[src/rtl/shift_engine_if.sv]
// Data and control bundle for shift_engine.
// The bench drives the master side and the engine takes the slave side.
interface shift_engine_if #(
  parameter int N  = 64,
  parameter int CW = 7
);
  logic [N-1:0]  par_in;
  logic          load;
  logic          start;
  logic [2:0]    op;
  logic [CW-1:0] count;
  logic          serin;
  logic [N-1:0]  Data_out;
  logic          serout;
  logic          busy;
  logic          done;

  modport master (
    output par_in, load, start, op, count, serin,
    input  Data_out, serout, busy, done
  );

  modport slave (
    input  par_in, load, start, op, count, serin,
    output Data_out, serout, busy, done
  );
endinterface

[src/rtl/shift_engine.sv]
// Multi-cycle shift/rotate engine: one single-bit shift per clock for a latched count.
// state   | meaning
// IDLE    | accepts load (wins) or start; start latches op/count
// SHIFT   | one shift per edge, remaining count decremented; the edge with one left exits
// DONE    | single-cycle completion pulse; load/start ignored
module shift_engine #(
  parameter int N  = 64,
  parameter int CW = 7
) (
  input logic           clock,
  input logic           reset,
  shift_engine_if.slave bus
);
  localparam logic [1:0] S_IDLE  = 2'd0;
  localparam logic [1:0] S_SHIFT = 2'd1;
  localparam logic [1:0] S_DONE  = 2'd2;

  logic [1:0]    state;
  logic [2:0]    op_q;
  logic [CW-1:0] cnt_q;
  logic [N-1:0]  data_q;
  logic          serout_q;
  logic [N-1:0]  data_nxt;
  logic          serout_nxt;

  // Single-bit step for the latched op; reserved codes hold data and serout.
  always_comb begin
    data_nxt   = data_q;
    serout_nxt = serout_q;
    case (op_q)
      3'b000: begin data_nxt = {bus.serin, data_q[N-1:1]};     serout_nxt = data_q[0];   end
      3'b001: begin data_nxt = {data_q[N-2:0], bus.serin};     serout_nxt = data_q[N-1]; end
      3'b010: begin data_nxt = {data_q[0], data_q[N-1:1]};     serout_nxt = data_q[0];   end
      3'b011: begin data_nxt = {data_q[N-2:0], data_q[N-1]};   serout_nxt = data_q[N-1]; end
      3'b100: begin data_nxt = {data_q[N-1], data_q[N-1:1]};   serout_nxt = data_q[0];   end
      3'b101: begin data_nxt = {data_q[N-2:0], 1'b0};          serout_nxt = data_q[N-1]; end
      default: begin data_nxt = data_q; serout_nxt = serout_q; end
    endcase
  end

  always_ff @(posedge clock or posedge reset) begin
    if (reset) begin
      state    <= S_IDLE;
      op_q     <= '0;
      cnt_q    <= '0;
      data_q   <= '0;
      serout_q <= 1'b0;
    end else begin
      case (state)
        S_IDLE: begin
          if (bus.load) begin
            data_q <= bus.par_in;
          end else if (bus.start) begin
            op_q  <= bus.op;
            cnt_q <= bus.count;
            state <= (bus.count != '0) ? S_SHIFT : S_DONE;
          end
        end
        S_SHIFT: begin
          data_q   <= data_nxt;
          serout_q <= serout_nxt;
          cnt_q    <= cnt_q - CW'(1);
          if (cnt_q == CW'(1)) state <= S_DONE;
        end
        S_DONE:  state <= S_IDLE;
        default: state <= S_IDLE;
      endcase
    end
  end

  assign bus.Data_out = data_q;
  assign bus.serout   = serout_q;
  assign bus.busy     = (state == S_SHIFT);
  assign bus.done     = (state == S_DONE);
endmodule

[src/flat_wrapper.sv]
// flat-port wrapper written by rule: the top's interface ports become plain ports
module shift_engine_flat 
#(
  parameter int N  = 64,
  parameter int CW = 7
)
  (clock, reset, bus_par_in, bus_load, bus_start, bus_op, bus_count, bus_serin, bus_Data_out, bus_serout, bus_busy, bus_done);
  shift_engine_if #(.N(N), .CW(CW)) bus_i ();
  input logic clock;
  input logic reset;
  input wire logic [$bits(bus_i.par_in)-1:0] bus_par_in;
  input wire logic [$bits(bus_i.load)-1:0] bus_load;
  input wire logic [$bits(bus_i.start)-1:0] bus_start;
  input wire logic [$bits(bus_i.op)-1:0] bus_op;
  input wire logic [$bits(bus_i.count)-1:0] bus_count;
  input wire logic [$bits(bus_i.serin)-1:0] bus_serin;
  output wire logic [$bits(bus_i.Data_out)-1:0] bus_Data_out;
  output wire logic [$bits(bus_i.serout)-1:0] bus_serout;
  output wire logic [$bits(bus_i.busy)-1:0] bus_busy;
  output wire logic [$bits(bus_i.done)-1:0] bus_done;
  assign bus_i.par_in = bus_par_in;
  assign bus_i.load = bus_load;
  assign bus_i.start = bus_start;
  assign bus_i.op = bus_op;
  assign bus_i.count = bus_count;
  assign bus_i.serin = bus_serin;
  assign bus_Data_out = bus_i.Data_out;
  assign bus_serout = bus_i.serout;
  assign bus_busy = bus_i.busy;
  assign bus_done = bus_i.done;
  shift_engine #(.N(N), .CW(CW)) u_core (.clock(clock), .reset(reset), .bus(bus_i));
endmodule
[config.mk]
export PLATFORM = sky130hd
export DESIGN_NAME = shift_engine_flat
export DESIGN_NICKNAME = d
export VERILOG_FILES = /design/src/rtl/shift_engine_if.sv /design/src/rtl/shift_engine.sv /design/src/flat_wrapper.sv
export SDC_FILE = /design/constraint.sdc
export NUM_CORES = 1
export LEC_CHECK = 0
export CAP_MARGIN = 0
export CORE_ASPECT_RATIO = 0.75
export CORE_MARGIN = 2
export CORE_UTILIZATION = 48
export CTS_BUF_LIST = sky130_fd_sc_hd__clkbuf_4
export DETAILED_ROUTE_END_ITERATION = 8
export GPL_TIMING_DRIVEN = 0
export PLACE_DENSITY = 0.82
export SYNTH_ARGS = -nofsm -noshare
export SYNTH_HDL_FRONTEND = slang
export SYNTH_SLANG_ARGS = --single-unit
[constraint.sdc]
create_clock -name clock -period 2.72 [get_ports clock]
set_input_delay 0.408 -clock clock [delete_from_list [all_inputs] [get_ports clock]]
set_output_delay 0.408 -clock clock [all_outputs]
set_load 0.005 [all_outputs]
==> results.cfg <==
[status]
status = complete, no violations

[logic_synthesis]
synth-seq-cells = 77
synth_top_area_share_pct = 44.09
yosys_warnings = 0
yosys.cell_types.count = 44
syn_area_um2 = 4370
synthTopCellsByArea = dfrtp_1 44%, mux2i_1 15%, o211ai_1 11%
synth_fp_nets = 534
syn_area_per_cell_um2 = 9.648
yosysTopAreaCell = dfrtp_1
netlist_instances = 453
synth_seq_area_share_pct = 44.09

[global_route]
grt_antenna_before_repair = 0
gr-total-overflow = 0
grt_pass1_wl_um = 20430
grt_pass1_vias = 4129
grt_usage_pct = 25.82
grt_max_degree = 42

[floorplan]
dieHeight_um = 86.64
dieArea_um2 = 9892
core_um2 = 8934
dieWidth_um = 114.2
start_util_pct = 48.92
rows = 30
top_level_ports = 146

[detailed_routing]
drc_errors = 0
dr.pass1.iters = 6
wire_per_inst_um = 17.64
ant_nets = 0
finalWirelength_um = 12820
vias_per_cell = 5.839
vias = 4245
drt_first_iter_violations = 335

[sta]
min_period_over_period_pct = 88.29
worstMarginPinSlew_ns = 0.4985
max_slew_margin_pct = 66.77
period_needed_ns = 2.402
hold_violations = 0
finClkSkew_ns = 0.02107
finalSetupViolations = 0
fmax_mhz = 416.4
fin_hold_ws_ns = 0.3532
rsz0062_at_grt = no
maxSlewViolCount = 0

[clocking]
cts_made_buffers = 9
clk_path_buf_depth = 2
holdBufCountCts = 0
htree_levels = 3
cts_sinks = 77
clock_latency_ns = 0.43
cts_tree = yes
cts-root-buf = clkbuf_4
post_cts_buffers = 0
post_cts_resized = 0
cts.clk_slew.worst_paths_ns = 0.14

[place]
io_buffers = 145
routabilityCongestion = 0.8535
place_hpwl_um = 9347
post_dp_cell_area_um2 = 5984

[layout]
num_antenna_cells = 0
mostFrequentLayoutCells = 145 x clkdlybuf4s50_1, 77 x dfrtp_1, 72 x nand2_1
syn2layout_area_growth_pct = 41.20
final_common_cell = clkdlybuf4s50_1
final_cell_area_um2 = 6171
nets = 691
drive_gt1_share_pct = 9.756
fillers = 703

[power]
power.density_nw_per_um2 = 1305
irDropWorstVdd_mv = 0.5968
p_leak_nw = 2.554

[critical_path]
cp_num_buf_inv = 4
max_stage_delay_ns = 0.55
path_cells = buf_4, nand2b_1, buf_2, clkinv_1, clkdlybuf4s50_1
cp_data_required_time_ns = 2.31
crit_slowest_cell = clkdlybuf4s50_1
cp.depth = 5
end_kind = primary output
critPathKind = flip-flop to primary output
crit_path_start_kind = flip-flop
cp_max_fo = 10
cp_top_family = buffers and inverters
worstPathArrival_ns = 1.99
r2r.worst_path.cells = 4

[hold_path]
hp-class = primary input to asynchronous set/reset pin

[run]
max_cap_viol_count = 0
[kinds of logic (layout without fill, tap and decap cells)]
logic type / Yosys count / count (layout) / synth area share, %
AND/OR/NAND/NOR: 164 / 164 / 17.55
flip-flops: 77 / 77 / 44.09
adder cells (fa/ha/maj): 2 / 2 / 0.5725
multiplexers: 67 / 67 / 15.43
AO/OA/AOI/OAI: 99 / 99 / 16.23
buffers and inverters: 44 / 206 / 6.126
[final timing paths]
check	start	end	slack, ns
min reg2reg	u_core.bus.serout$_DFFE_PP0P_	u_core.bus.serout$_DFFE_PP0P_	0.52
min in group clock	u_core.bus.serout$_DFFE_PP0P_	u_core.bus.serout$_DFFE_PP0P_	0.52
max in group asynchronous	reset	u_core.bus.Data_out[20]$_DFFE_PP0P_	1.77
min	reset	u_core.bus.Data_out[1]$_DFFE_PP0P_	0.35
max reg2reg	u_core.op_q[2]$_DFFE_PP0P_	u_core.bus.Data_out[35]$_DFFE_PP0P_	1.08
max	u_core.state[0]$_DFFE_PP0P_	bus_busy	0.32
[metal layers]
metal  GRT usage (%)  vias to the layer above  wire length [um]
met1           36.34                     2075              5858
met2           41.99                      177              6031
met5               0                        -                 0
li1                -                     1981                 -
met4           5.765                        0               121
met3           4.755                       12               811
[stage by stage]
| step | std cells | TNS, ns | util (%) | setup slack [ns] | power, mW |
|---|---|---|---|---|---|
| after global routing | 727 | 0 | 69.08 | 0.2013 | 8.612 |
| after detailed placement | 711 | 0 | 66.99 | 0.7390 | 7.144 |
| after global placement | 710 | -74.93 | 66.74 | -0.9754 | 6.938 |
| final | 727 | 0 | 69.08 | 0.3184 | 8.051 |
| after CTS | 727 | 0 | 69.08 | 0.3211 | 8.051 |
| after floorplan | 453 | 0 | - | 0.3453 | 5.215 |
[sequential cells by signal (all words and copies together), names as in the netlist]
register / flops
u_core.op_q: 3
u_core.bus.Data_out: 64
u_core.state: 2
u_core.cnt_q: 7
u_core.bus.serout: 1
[area by class of cell]
class / instances / area, um^2 / area share, %
inverters: 6 / 25.02 / 0.4055
flip-flops and latches: 77 / 1927 / 31.22
clock buffers: 10 / 75.07 / 1.217
repair buffers: 146 / 1471 / 23.84
plain buffers: 38 / 245.2 / 3.974
multi-input cells: 332 / 2176 / 35.26
clock inverters: 6 / 111.4 / 1.805
well taps: 112 / 140.1 / 2.271
[Yosys cell counts (all sizes together)]
cell      n
nor3b     4
clkinv    1
a31oi     3
o21bai    2
nand2b    3
inv       5
nand3    64
clkbuf    4
o31a      1
and2      1
a21oi     9
nand2    74
mux2      3
o32ai     1
a2bb2oi   1
dfrtp    77
o2111ai   1
nor2     10
ha        2
buf      34
nor4      1
o211ai   63
a211oi    2
o21ai    13
mux2i    64
nor3      3
a22oi     1
a21o      1
nor2b     1
or4       3
o311ai    1
[where the power goes]
part / total, mW / switching [mW] / internal (mW)
logic: 4.71 / 2.27 / 2.44
clock network: 0.900 / 0.424 / 0.476
registers: 2.44 / 0.685 / 1.75
(Power assumes the default switching activity.)
